--- src/rtl/cpu_seq_ctrl.sv ---
`default_nettype none
// ============================================================================
//  Module      : cpu_seq_ctrl
//  Description : Multi-cycle fetch/decode/execute/memory/write-back sequencer
//                for the 16-bit cpu datapath, with memory-timeout halt.
//  Revision    : 1.0 - initial release
// ============================================================================
module cpu_seq_ctrl #(
  parameter int MEM_TIMEOUT = 15
) (
  input  logic        clk,
  input  logic        rst,
  input  logic        start,
  input  logic [3:0]  opcode,
  input  logic        zero,
  input  logic        mem_ready,
  output logic        ir_we,
  output logic        pc_we,
  output logic [1:0]  pc_src,
  output logic        alu_src,
  output logic [2:0]  alu_op,
  output logic        rf_we,
  output logic        wb_sel,
  output logic        mem_req,
  output logic        mem_we,
  output logic        halted,
  output logic        bus_err,
  output logic        illegal,
  output logic [2:0]  state,
  output logic [15:0] retired
);

  localparam logic [2:0] c_st_idle   = 3'd0;
  localparam logic [2:0] c_st_fetch  = 3'd1;
  localparam logic [2:0] c_st_decode = 3'd2;
  localparam logic [2:0] c_st_exec   = 3'd3;
  localparam logic [2:0] c_st_mem    = 3'd4;
  localparam logic [2:0] c_st_wb     = 3'd5;
  localparam logic [2:0] c_st_halt   = 3'd6;

  localparam logic [3:0] c_op_addi = 4'h6;
  localparam logic [3:0] c_op_lw   = 4'h8;
  localparam logic [3:0] c_op_sw   = 4'h9;
  localparam logic [3:0] c_op_beq  = 4'hA;
  localparam logic [3:0] c_op_jmp  = 4'hB;
  localparam logic [3:0] c_op_halt = 4'hF;

  localparam logic [7:0] c_timeout = 8'(MEM_TIMEOUT);

  logic [2:0]  r_state;
  logic [3:0]  r_op;
  logic [7:0]  r_wait;
  logic [15:0] r_retired;
  logic        r_bus_err;

  logic [2:0]  w_next;
  logic        w_timeout;
  logic        w_retire;
  logic        w_legal;

  assign w_legal = (opcode <= 4'd6) || ((opcode >= c_op_lw) && (opcode <= c_op_jmp)) ||
                   (opcode == c_op_halt);

  always_comb begin
    w_next    = r_state;
    w_timeout = 1'b0;
    w_retire  = 1'b0;
    case (r_state)
      c_st_idle:   if (start) w_next = c_st_fetch;
      c_st_fetch: begin
        // a completion arriving in the same cycle as the limit takes priority
        if (mem_ready) begin
          w_next = c_st_decode;
        end else if (r_wait == c_timeout) begin
          w_next    = c_st_halt;
          w_timeout = 1'b1;
        end
      end
      c_st_decode: begin
        if (opcode == c_op_halt) begin
          w_next = c_st_halt;
        end else if (!w_legal) begin
          w_next   = c_st_fetch;
          w_retire = 1'b1;
        end else begin
          w_next = c_st_exec;
        end
      end
      c_st_exec: begin
        if ((r_op <= 4'd5) || (r_op == c_op_addi)) begin
          w_next = c_st_wb;
        end else if ((r_op == c_op_lw) || (r_op == c_op_sw)) begin
          w_next = c_st_mem;
        end else begin
          w_next   = c_st_fetch;
          w_retire = (r_op == c_op_beq) || (r_op == c_op_jmp);
        end
      end
      c_st_mem: begin
        if (mem_ready) begin
          w_next   = (r_op == c_op_lw) ? c_st_wb : c_st_fetch;
          w_retire = (r_op == c_op_sw);
        end else if (r_wait == c_timeout) begin
          w_next    = c_st_halt;
          w_timeout = 1'b1;
        end
      end
      c_st_wb: begin
        w_next   = c_st_fetch;
        w_retire = 1'b1;
      end
      c_st_halt:   w_next = c_st_halt;
      default:     w_next = c_st_halt;
    endcase
  end

  always_comb begin
    ir_we   = 1'b0;
    pc_we   = 1'b0;
    pc_src  = 2'd0;
    alu_src = 1'b0;
    alu_op  = 3'd0;
    rf_we   = 1'b0;
    wb_sel  = 1'b0;
    mem_req = 1'b0;
    mem_we  = 1'b0;
    halted  = 1'b0;
    illegal = 1'b0;
    case (r_state)
      c_st_fetch: begin
        mem_req = 1'b1;
        ir_we   = mem_ready;
        pc_we   = mem_ready;
      end
      c_st_decode: illegal = !w_legal;
      c_st_exec: begin
        if (r_op <= 4'd5) begin
          alu_op = r_op[2:0];
        end else if (r_op == c_op_beq) begin
          alu_op = 3'd1;
          pc_we  = zero;
          pc_src = 2'd1;
        end else if (r_op == c_op_jmp) begin
          pc_we  = 1'b1;
          pc_src = 2'd2;
        end else begin
          alu_src = 1'b1;
        end
      end
      c_st_mem: begin
        mem_req = 1'b1;
        mem_we  = (r_op == c_op_sw);
      end
      c_st_wb: begin
        rf_we  = 1'b1;
        wb_sel = (r_op == c_op_lw);
      end
      c_st_halt: halted = 1'b1;
      default: ;
    endcase
  end

  always_ff @(posedge clk) begin
    if (rst) begin
      r_state   <= c_st_idle;
      r_op      <= 4'd0;
      r_wait    <= 8'd0;
      r_retired <= 16'd0;
      r_bus_err <= 1'b0;
    end else begin
      r_state <= w_next;
      if (r_state == c_st_decode) r_op <= opcode;
      // any state change restarts the wait count for the next request
      if (w_next != r_state) begin
        r_wait <= 8'd0;
      end else if (mem_req && !mem_ready) begin
        r_wait <= r_wait + 8'd1;
      end
      if (w_retire) r_retired <= r_retired + 16'd1;
      if (w_timeout) r_bus_err <= 1'b1;
    end
  end

  assign state   = r_state;
  assign retired = r_retired;
  assign bus_err = r_bus_err;

endmodule
`default_nettype wire

--- config.mk ---
export PLATFORM = sky130hd
export DESIGN_NAME = cpu_seq_ctrl
export DESIGN_NICKNAME = d
export VERILOG_FILES = /design/src/rtl/cpu_seq_ctrl.sv
export SDC_FILE = /design/constraint.sdc
export NUM_CORES = 1
export LEC_CHECK = 0
export BUFFER_PORTS_ARGS = -buffer_cell sky130_fd_sc_hd__clkbuf_2
export CAP_MARGIN = 20
export CORE_MARGIN = 10
export CORE_UTILIZATION = 50
export DETAILED_ROUTE_END_ITERATION = 16
export PLACE_DENSITY = 0.74
export SETUP_SLACK_MARGIN = 0.1
export SYNTH_ARGS = -nofsm -noshare
export SYNTH_HDL_FRONTEND = slang
export SYNTH_SLANG_ARGS = --single-unit
--- constraint.sdc ---
create_clock -name clk -period 2.1 [get_ports clk]
set_input_delay 0.21 -clock clk [delete_from_list [all_inputs] [get_ports clk]]
set_output_delay 0.21 -clock clk [all_outputs]
set_load 0.03 [all_outputs]
# Word-level counts from Yosys, hierarchy flattened
# Cells that the tools add are included.
dict set report word_totals {
  elab_cells 78
  ff_bits 32
  in_bits 9
  out_inout_bits 34
}
dict set report classes {
  n_lt_le_gt_ge 4
  n_mux 41
  n_eq_ne 14
  addsub 2
  n_reduce_logical 12
}
# operator count
set op_table {}
lappend op_table {{2-to-1 mux 3 bit} 10}
lappend op_table {{2-to-1 mux 1 bit} 23}
lappend op_table {{equality test 4 bit, second input constant} 5}
lappend op_table {{one-hot mux 3 bit (6 select lines)} 1}
lappend op_table {{adder 16 x 1 -> 16 bit, second input constant} 1}
lappend op_table {{2-to-1 mux 2 bit} 5}
lappend op_table {{equality test 3 bit, second input constant} 3}
lappend op_table {{adder 8 x 1 -> 8 bit, second input constant} 1}
lappend op_table {{equality test 8 x 4 -> 1 bit, second input constant} 1}
lappend op_table {{<= comparator 4 x 3 -> 1 bit, second input constant} 2}
lappend op_table {{equality test 3 x 2 -> 1 bit, second input constant} 2}
lappend op_table {{logical OR 1 bit} 5}
lappend op_table {{equality test 4 x 3 -> 1 bit, second input constant} 1}
lappend op_table {{greater-or-equal comparator 4 bit, second input constant} 1}
lappend op_table {{<= comparator 4 bit, second input constant} 1}
lappend op_table {{one-hot mux 1 bit (4 select lines)} 1}
lappend op_table {{OR reduction 2 bit} 2}
lappend op_table {{equality test 3 x 1 -> 1 bit, second input constant} 1}
lappend op_table {{logical NOT 3 bit} 1}
lappend op_table {{inequality test 3 bit} 1}
lappend op_table {{logical AND 1 bit} 2}
lappend op_table {{logical NOT 1 bit} 2}
lappend op_table {{one-hot mux 1 bit (2 select lines)} 1}

# Depth between registers and ports, before layout
# Gate-level depths: netlist of the first run.
dict set report depth {
  depth_word 9
  ltp_mapped 7
  ltp_nobuf 6
}

# Worst setup path before layout of the first run
# OpenSTA, ideal clock, no wires.
dict set report synth_path {
  kind {register -> output}
  from {register r_state[0], in the netlist state[0]}
  to {output port alu_op[1]}
  path_buffers 1
  path_slack_ns -0.089
  t_arrival_ns 1.979
  required_time_ns 1.890
  path_stages_with_launch 4
  cell_sequence {dfxtp_1 -> buf_4 -> nand3b_1 -> nor4b_1}
}
dict set report synth_via {
  elab_chain_len 2
}
# element line_no
set synth_lines {}
lappend synth_lines {{start, declared} 50} ;# logic [2:0] r_state;
lappend synth_lines {{start signal, assigned} 165} ;# r_state <= c_st_idle;
lappend synth_lines {{start signal, assigned} 171} ;# r_state <= w_next;
lappend synth_lines {{equality test 3 x 2 -> 1 bit} 129} ;# case (r_state)
lappend synth_lines {{2-to-1 mux 3 bit} 129}
lappend synth_lines {{end, declared} 21} ;# output logic [2:0] alu_op,
# Every way passes these cells.

# Worst setup path in the final report of the first run
dict set report layout_path {
  from {register r_op[3]}
  to {register r_retired[10], in the netlist retired[10]}
}
dict set report layout_via {
  elab_chain_len 5
  elab_cells_between_ends 13
  classes_between {order compare (1); eq/ne (5); mux (4); reduce/logical (3)}
}
# element line_no
set layout_lines {}
lappend layout_lines {{start, declared} 51} ;# logic [3:0] r_op;
lappend layout_lines {{start signal, assigned} 172} ;# if (r_state == c_st_decode) r_op <= opcode;
lappend layout_lines {{branches (longest 4 deep; another with <= comparator 4 x 3 -> 1 bit)} --}
lappend layout_lines {{one-hot mux 1 bit (4 select lines) (*)} 68} ;# case (r_state)
lappend layout_lines {{end signal, assigned} 179} ;# if (w_retire) r_retired <= r_retired + 16'd1;
lappend layout_lines {{end, declared} 53} ;# logic [15:0] r_retired;
# Mark *: on every way between the ends.
# A chain may end at the register's enable or synchronous reset.

==> results of run 1 <==
## final cells by class
type	instances	share of cell area (%)
well taps	48	2.54
flip-flops and latches	32	27.4
multi-input cells	185	53.0
clock buffers	8	3.81
repair buffers	51	11.9
inverters	8	1.38
## flip-flops by register name, summed over array words and instances (netlist names)
signal,count
retired,16
r_wait,8
r_op,4
state,3
bus_err,1
## power by group through the flow
stage	clock (W)	combinational (W)	sequential (W)
after global placement	0	0.000169	0.000647
after CTS	0.000505	0.000172	0.000634
after floorplan	0	0.000124	0.000644
final	0.000496	0.000173	0.000634
after detailed placement	0	0.000171	0.000647
after global routing	0.000534	0.000193	0.000636
## routing by layer
layer	vias to the layer above	track usage, %
met4	0	4.31
li1	953	-
met3	7	4.69
met1	887	17.3
met2	41	22.8
met5	-	0
## kinds of logic after synthesis
family          Yosys count  share of synthesized area, %
mux                       6                          3.67
fa+ha+maj                 2                          1.27
flops                    32                          32.4
xor+xnor                 16                          7.09
buf+inv                  21                          5.57
compound gates           53                          19.5
simple gates            108                          30.5
## timing repair
action                                 CTS  global route
endpoints found under the hold margin    0             0
setup buffers                            0             0
resized for setup                        2             6
setup endpoints to repair                3            15
## cell usage in the layout (no fill, tap or decap), types with 3 or more instances in the layout
master,count
nor2_1,31
buf_4,9
clkbuf_2,41
a31oi_1,3
xor2_1,7
a221oi_1,3
dfxtp_1,30
nor3_1,9
nand2_1,13
a311oi_1,3
inv_1,7
nand2b_1,6
o21ai_0,10
nand3b_1,4
xnor2_1,9
and4_1,4
nand3_1,7
and2_1,4
nand4_1,9
a21oi_1,14
clkbuf_8,6
nor2b_1,6
## worst max-delay path by stage
stage	cells after the start	slack [ns]	endpoint	from
after floorplan	3	-0.09	alu_op[1]	state[0]
after global placement	6	0.17	retired[12]	opcode[3]
after detailed placement	5	0.11	r_wait[2]	state[0]
after CTS	5	0.14	pc_we	state[1]
after global routing	5	0.06	retired[10]	r_op[3]
final	5	0.20	retired[10]	r_op[3]
## worst max-delay path, cell delays in order (launching register included)
cell,delay [ns]
dfxtp_1,0.48
nor3b_2,0.33
nand4_4,0.22
a31oi_4,0.33
nand2_1,0.12
mux2_4,0.31
## per-stage QoR
step	total power, W	cell area (µm²)
final	0.00130	2360
after global placement	0.000815	2250
after CTS	0.00131	2340
after detailed placement	0.000818	2250
after global routing	0.00136	2360
after floorplan	0.000767	1990
==> impl_metrics.csv, run 1 <==
group,metric,value,unit
power_and_ir_drop,p_sw,0.000357,W
synthesis,netlist_instances,238,
floorplanning,fp.dieH,82.9,µm
global_route,track_usage,14.2,%
final_layout,utilization,63.1,%
place,place_inst,324,
route,wl_met1,2300,µm
power_and_ir_drop,intPower,0.000947,W
sta,rsz0062_at_grt,"yes",
floorplanning,ios,43,
route,first_iter_violations,116,
clock_tree,cts.path.max_buffers,2,
route,via_count,1888,
clock_tree,cts_sinks,32,
synthesis,yosys.area.top_type,"dfxtp_1",
floorplanning,row_count,22,
worst_setup_path,reg2regPathDepth,5,
hold_path,hold_path_startpoint,"opcode[3]",
hold_path,holdPathEnd,"r_op[3]",
synthesis,synth-seq-cells,32,
synthesis,synth_top_area_share,32.4,%
final_layout,multi_input_area,0.00125,mm²
route,drc,0,
sta,tightest_slew,0.457,ns
run_status,status,"complete, no violations",
clock_tree,clk_pin_slew,0.07,ns
global_route,grt_pass1_vias,1779,
power_and_ir_drop,cellPowerDensity,552,mW/mm²
route,wire_per_inst,14.9,µm
power_and_ir_drop,max-vdd-ir-drop,0.672,mV
sta,hold_violations,0,
clock_tree,root_buffer,"clkbuf_8",
place,gp_congestion,0.837,
job,maxCapViolations,0,
power_and_ir_drop,combPwrFrac,13.3,%
clock_tree,clkLatencyLatePin,0.28,ns
floorplanning,start_util,52.8,%
synthesis,yosys-top-cells-count,"dfxtp_1, nor2_1, a21oi_1",
worst_setup_path,crit_fanout,9,
route,firstDrtPassIters,4,
synthesis,avgSynthCellArea,8.31,µm²
final_layout,synthToLayoutAreaGrowth,19.5,%
place,dpl.hpwl,3750,µm
worst_setup_path,cp-end-kind,"register",
route,met2_wirelength,2290,µm
worst_setup_path,r2r_start,"r_op[3]",
worst_setup_path,start_kind,"register",
synthesis,ys_warn_count,0,
synthesis,synth_flop_cell,"dfxtp_1",
final_layout,n_antenna_cell,0,
sta,setup_viol,0,
sta,slew_violations,0,
worst_setup_path,r2r_slack,0.20,ns
sta,max_freq,527,MHz
worst_setup_path,crit_arrival,2.07,ns
sta,maxSlewHeadroom,69.4,%
place,io_buffers,42,
worst_setup_path,crit_type,"register to register",
synthesis,syn-num-nets,249,
synthesis,synth_edf_count,0,
power_and_ir_drop,leakage,0.941,nW
floorplanning,core,0.00374,mm²
synthesis,synth_area,0.00198,mm²
sta,finalClockSkew,0.00518,ns
final_layout,seq_area,648,µm²
sta,fin_hold_ws,0.184,ns
hold_path,hold_path.class,"input pin to register",
floorplanning,die_x,82.9,µm
global_route,grt-ovfl-total,0,
power_and_ir_drop,swShare,27.4,%
floorplanning,dieArea,0.00687,mm²
route,wl_met3,280,µm
hold_path,holdPathStages,3,
synthesis,seq_area_frac_synth,32.4,%
synthesis,synthTopCellsByArea,"dfxtp_1, nor2_1, xnor2_1",
clock_tree,cts_buffers,5,
route,vias_per_cell,5.69,
clock_tree,cts_tree,"yes",
synthesis,synth_cell_types,56,
power_and_ir_drop,power_frac_clock,38.0,%
sta,fin_crit,1.90,ns
route,top_layer_used,"met4",
synthesis,async_flop_share,0,%
sta,tns,0,ns
global_route,grt_antenna_before_repair,0,
final_layout,final_nets,294,
clock_tree,htree_levels,2,
final_layout,final-instance-count-excl-fill,332,
sta,final.setup.worst_slack,0.202,ns
clock_tree,cts_hold_buf,0,
sta,fin_crit_sh,90.4,%
worst_setup_path,rr_endpoint,"retired[10]",
power_and_ir_drop,power_frac_seq,48.7,%
synthesis,synth.most_common_cell,"dfxtp_1",
route,wirelength,4950,µm
worst_setup_path,cp.required,2.27,ns
global_route,grt_max_degree,19,
final_layout,drive_gt1_share,26.8,%
place,place_ws,0.106,ns
route,antenna_left,0,
final_layout,n_fill_cell,350,
global_route,grt_pass1_wl,8500,µm
Power figures use the tool's default switching activity.
==> run 2: changes to the inputs <==
Settings changed: BUFFER_PORTS_ARGS -buffer_cell sky130_fd_sc_hd__clkbuf_2 to unset, CORE_UTILIZATION 50 to 53, DONT_BUFFER_PORTS set to 1, PLACE_DENSITY 0.74 to 0.68.
==> impl_metrics.csv, run 2 (synthesis results as in run 1) <==
group,metric,value,unit
final_layout,n_antenna_cell,0,
global_route,grt_antenna_before_repair,0,
sta,maxSlewHeadroom,52.0,%
global_route,track_usage,15.6,%
sta,max_freq,526,MHz
worst_setup_path,cp_top_family,"simple AND/OR/NAND/NOR gates",
worst_setup_path,slowest_stage,"dfxtp_1",
worst_setup_path,cp.required,1.89,ns
final_layout,final_nets,282,
route,wirelength,5000,µm
floorplanning,fp.dieH,81.1,µm
clock_tree,postCtsSetupRepairBufs,0,
final_layout,final-instance-count-excl-fill,320,
sta,finalClockSkew,0.00190,ns
worst_setup_path,cp_common_cell,"buf_4",
worst_setup_path,crit_type,"register to primary output",
clock_tree,cts_buffers,5,
worst_setup_path,crit_chain,"nand3b_1, buf_4, or2_2, o21bai_2, buf_4",
final_layout,final_cell_mix,"buf_4, nor2_1, dfxtp_1",
place,place_inst,309,
final_layout,multi_input_area,0.00125,mm²
worst_setup_path,crit_fanout,6,
final_layout,final_common_cell,"buf_4",
route,firstDrtPassIters,4,
worst_setup_path,cp_num_buf_inv,2,
power_and_ir_drop,power,0.00138,W
worst_setup_path,cp-end-kind,"primary output",
sta,tightest_slew,0.718,ns
route,wire_per_inst,15.6,µm
route,wl_met3,401,µm
route,antenna_left,0,
floorplanning,dieArea,0.00657,mm²
final_layout,synthToLayoutAreaGrowth,21.3,%
route,drc,0,
place,io_buffers,0,
route,first_iter_violations,112,
floorplanning,ios,43,
global_route,grt_pass1_wl,8300,µm
final_layout,n_fill_cell,318,
power_and_ir_drop,cellPowerDensity,577,mW/mm²
floorplanning,core,0.00363,mm²
power_and_ir_drop,leakage,0.920,nW
route,top_layer_used,"met4",
worst_setup_path,start_kind,"register",
route,vias_per_cell,5.69,
clock_tree,clkLatencyLatePin,0.28,ns
power_and_ir_drop,max-vdd-ir-drop,0.550,mV
route,met2_wirelength,2210,µm
sta,slew_violations,0,
clock_tree,clk_pin_slew,0.07,ns
final_layout,largest_reg_flops,16,
global_route,grt_max_degree,18,
clock_tree,cts_tree,"yes",
hold_path,hold_path.class,"input pin to register",
sta,fin_crit_sh,90.6,%
clock_tree,htree_levels,2,
global_route,grt-ovfl-total,0,
global_route,grt_pass1_vias,1767,
sta,hold_violations,0,
worst_setup_path,slowest_delay,0.42,ns
route,via_count,1820,
sta,fin_hold_ws,0.0625,ns
sta,fin_crit,1.90,ns
clock_tree,cts.path.max_buffers,2,
sta,tns,0,ns
place,gp_congestion,0.842,
clock_tree,cts_sinks,32,
final_layout,drive_gt1_share,22.4,%
run_status,status,"complete, no violations",
worst_setup_path,r2r_slack,0.23,ns
final_layout,seq_area,642,µm²
sta,rsz0062_at_grt,"no",
floorplanning,die_x,81.1,µm
floorplanning,start_util,54.4,%
route,wl_met1,2320,µm
place,dpl.hpwl,3690,µm
sta,setup_viol,0,
worst_setup_path,crit_arrival,1.69,ns
clock_tree,root_buffer,"clkbuf_8",
job,maxCapViolations,0,
floorplanning,row_count,22,
run 2: cell types whose count changed in the layout (fill, tap and decap cells not counted):
cell           previous run  this run
buf_6                     0         1
clkbuf_2                 41         0
clkbuf_1                  2         1
dfxtp_2                   0         1
dlygate4sd3_1             0         3
clkbuf_4                  1         0
clkbuf_8                  6         5
dfxtp_4                   2         0
clkinv_2                  0         1
bufinv_16                 0         1
buf_4                     9        35
dfxtp_1                  30        31
run 2: through the flow:
step | cell area (µm²) | utilization (%) | setup WS (ns)
4_1_cts | 2370 | 65.2 | 0.144
3_3_place_gp | 2240 | 61.6 | 0.194
6_report | 2400 | 66.0 | 0.197
5_1_grt | 2400 | 66.0 | 0.119
2_1_floorplan | 1990 | - | -0.0885
3_5_place_dp | 2240 | 61.6 | 0.145
run 2: path summary, 6_finish.rpt:
| kind | endpoint | cells after the start | start |
|---|---|---|---|
| worst max-delay path | pc_we | 5 | state[0] |
| worst min-delay path | r_op[1] | 2 | opcode[1] |
| worst max register to register | retired[12] | 6 | state[2] |
| worst min register to register | r_wait[1] | 2 | r_wait[1] |
run 2: cell type report:
cell class	instances	share of cell area (%)
inverter	8	1.36
multi-input combinational	185	52.2
clock buffer	6	3.03
tap	48	2.51
timing repair buffer	39	12.7
clock inverter	2	1.46
sequential	32	26.8
run 2: per-layer routing:
layer,up-vias,GRT usage [%]
met2,44,24.6
met1,839,18.9
met5,-,0
met3,11,6.07
li1,926,-
met4,0,5.54
run 2: what timing repair did:
action / in CTS / in global routing
endpoints found under the setup margin: 0 / 13
hold buffers: 2 / 1
hold endpoints to repair: 17 / 1
resized for setup: 0 / 4
run 2: where the power goes:
part           internal (W)  total (W)  switching (W)
Combinational     0.0000668   0.000171       0.000104
Sequential         0.000616   0.000630      0.0000146
Clock              0.000352   0.000582       0.000230
==> run 3: changes to the inputs <==
Settings changed: CAP_MARGIN 20 to 5, PLACE_DENSITY 0.68 to unset, PLACE_DENSITY_LB_ADDON set to 0.3.
Clock period 2.1 ns to 2.35 ns, I/O delays scaled along.
==> impl_metrics.csv, run 3 (synthesis results as in run 1) <==
group,metric,value,unit
run_status,status,"complete, no violations",
power_and_ir_drop,leakage,0.863,nW
hold_path,hold_path_startpoint,"rst",
route,wire_per_inst,15.4,µm
place,placed_cell_area,0.00215,mm²
route,antenna_left,0,
route,drc,0,
clock_tree,root_buffer,"clkbuf_8",
global_route,grt_max_degree,31,
global_route,grt_pass1_wl,7670,µm
hold_path,hold_path.class,"input pin to register",
worst_setup_path,start_kind,"register",
place,io_buffers,0,
worst_setup_path,rr_endpoint,"retired[12]",
hold_path,holdPathEnd,"state[1]",
power_and_ir_drop,power,0.00128,W
worst_setup_path,crit_fanout,8,
sta,final.setup.worst_slack,0.278,ns
global_route,grt_antenna_before_repair,0,
clock_tree,cts_sinks,32,
power_and_ir_drop,max-vdd-ir-drop,0.374,mV
worst_setup_path,reg2regPathDepth,6,
global_route,track_usage,14.5,%
worst_setup_path,slowest_delay,0.38,ns
power_and_ir_drop,cellPowerDensity,560,mW/mm²
route,wirelength,4750,µm
final_layout,n_antenna_cell,0,
sta,setup_viol,0,
floorplanning,row_count,22,
sta,rsz0062_at_grt,"no",
final_layout,drive_gt1_share,18.1,%
floorplanning,start_util,54.4,%
worst_setup_path,cp.required,2.53,ns
sta,slew_violations,0,
global_route,grt_pass1_vias,1616,
final_layout,largest_reg_flops,16,
final_layout,final_cell_mix,"dfxtp_1, nor2_1, buf_4",
worst_setup_path,crit_arrival,2.25,ns
sta,tightest_slew,0.625,ns
worst_setup_path,r2r_start,"state[2]",
job,maxCapViolations,0,
floorplanning,fp.dieH,81.1,µm
sta,tns,0,ns
hold_path,holdPathStages,1,
final_layout,synthToLayoutAreaGrowth,16.0,%
worst_setup_path,crit_chain,"buf_4, nor3b_2, nand4_2, a31oi_4, nand3_2, mux2_4",
floorplanning,ios,43,
place,dpl.hpwl,3460,µm
global_route,grt-ovfl-total,0,
clock_tree,postCtsSetupRepairBufs,0,
route,via_count,1763,
sta,fin_crit_sh,88.2,%
place,place_ws,0.318,ns
worst_setup_path,cp-end-kind,"register",
final_layout,final_area,0.00229,mm²
sta,hold_violations,0,
route,first_iter_violations,129,
clock_tree,cts.path.max_buffers,2,
worst_setup_path,cp_num_buf_inv,1,
floorplanning,die_x,81.1,µm
clock_tree,cts_tree,"yes",
floorplanning,dieArea,0.00657,mm²
route,firstDrtPassIters,4,
worst_setup_path,r2r_slack,0.28,ns
clock_tree,clkLatencyLatePin,0.29,ns
route,vias_per_cell,5.72,
sta,fin_hold_ws,0.0121,ns
worst_setup_path,cp_top_family,"simple AND/OR/NAND/NOR gates",
floorplanning,core,0.00363,mm²
sta,fin_crit,2.07,ns
sta,max_freq,483,MHz
place,gp_congestion,0.826,
clock_tree,cts_buffers,5,
clock_tree,clk_pin_slew,0.07,ns
final_layout,final_nets,270,
sta,finalClockSkew,0.00506,ns
worst_setup_path,crit_type,"register to register",
final_layout,final_common_cell,"dfxtp_1",
clock_tree,htree_levels,2,
worst_setup_path,slowest_stage,"dfxtp_1",
sta,maxSlewHeadroom,58.4,%
## run 3: timing repair
action / 4_1_cts / 5_1_grt
resized for setup: 0 / 0
hold buffers: 0 / 2
hold endpoints to repair: 0 / 1
## run 3: how the worst max path moves through the flow
stage | start | to | cells past startpoint
CTS | state[2] | retired[15] | 6
finish | state[2] | retired[12] | 6
floorplan | state[0] | alu_op[1] | 3
global route | state[2] | retired[12] | 6
global placement | state[2] | retired[15] | 6
detailed placement | state[2] | retired[15] | 6
## run 3: layout make-up
type | instances | area, µm²
flip-flops and latches | 32 | 641
multi-input cells | 185 | 1230
repair buffers | 27 | 208
clock inverters | 1 | 30.0
inverters | 8 | 32.5
clock buffers | 7 | 96.3
well taps | 48 | 60.1
fillers | 328 | 1340
## run 3: routing by layer
layer / up-vias / routed length (µm) / track usage [%]
met5: - / 0 / 0
met4: 0 / 78 / 5.19
met3: 8 / 442 / 6.73
met2: 47 / 2080 / 21.6
met1: 796 / 2150 / 17.9
li1: 912 / - / -
## run 3: where the power goes
group	switching (W)	internal (W)	leakage (nW)
registers	0.0000139	0.000550	0.258
logic	0.0000833	0.0000520	0.540
clock network	0.000211	0.000374	0.0645
## run 3: through the flow
stage | cells | util, %
2_1_floorplan | 238 | -
3_3_place_gp | 298 | 59.1
3_5_place_dp | 298 | 59.1
4_1_cts | 306 | 62.6
5_1_grt | 308 | 63.1
6_report | 308 | 63.1
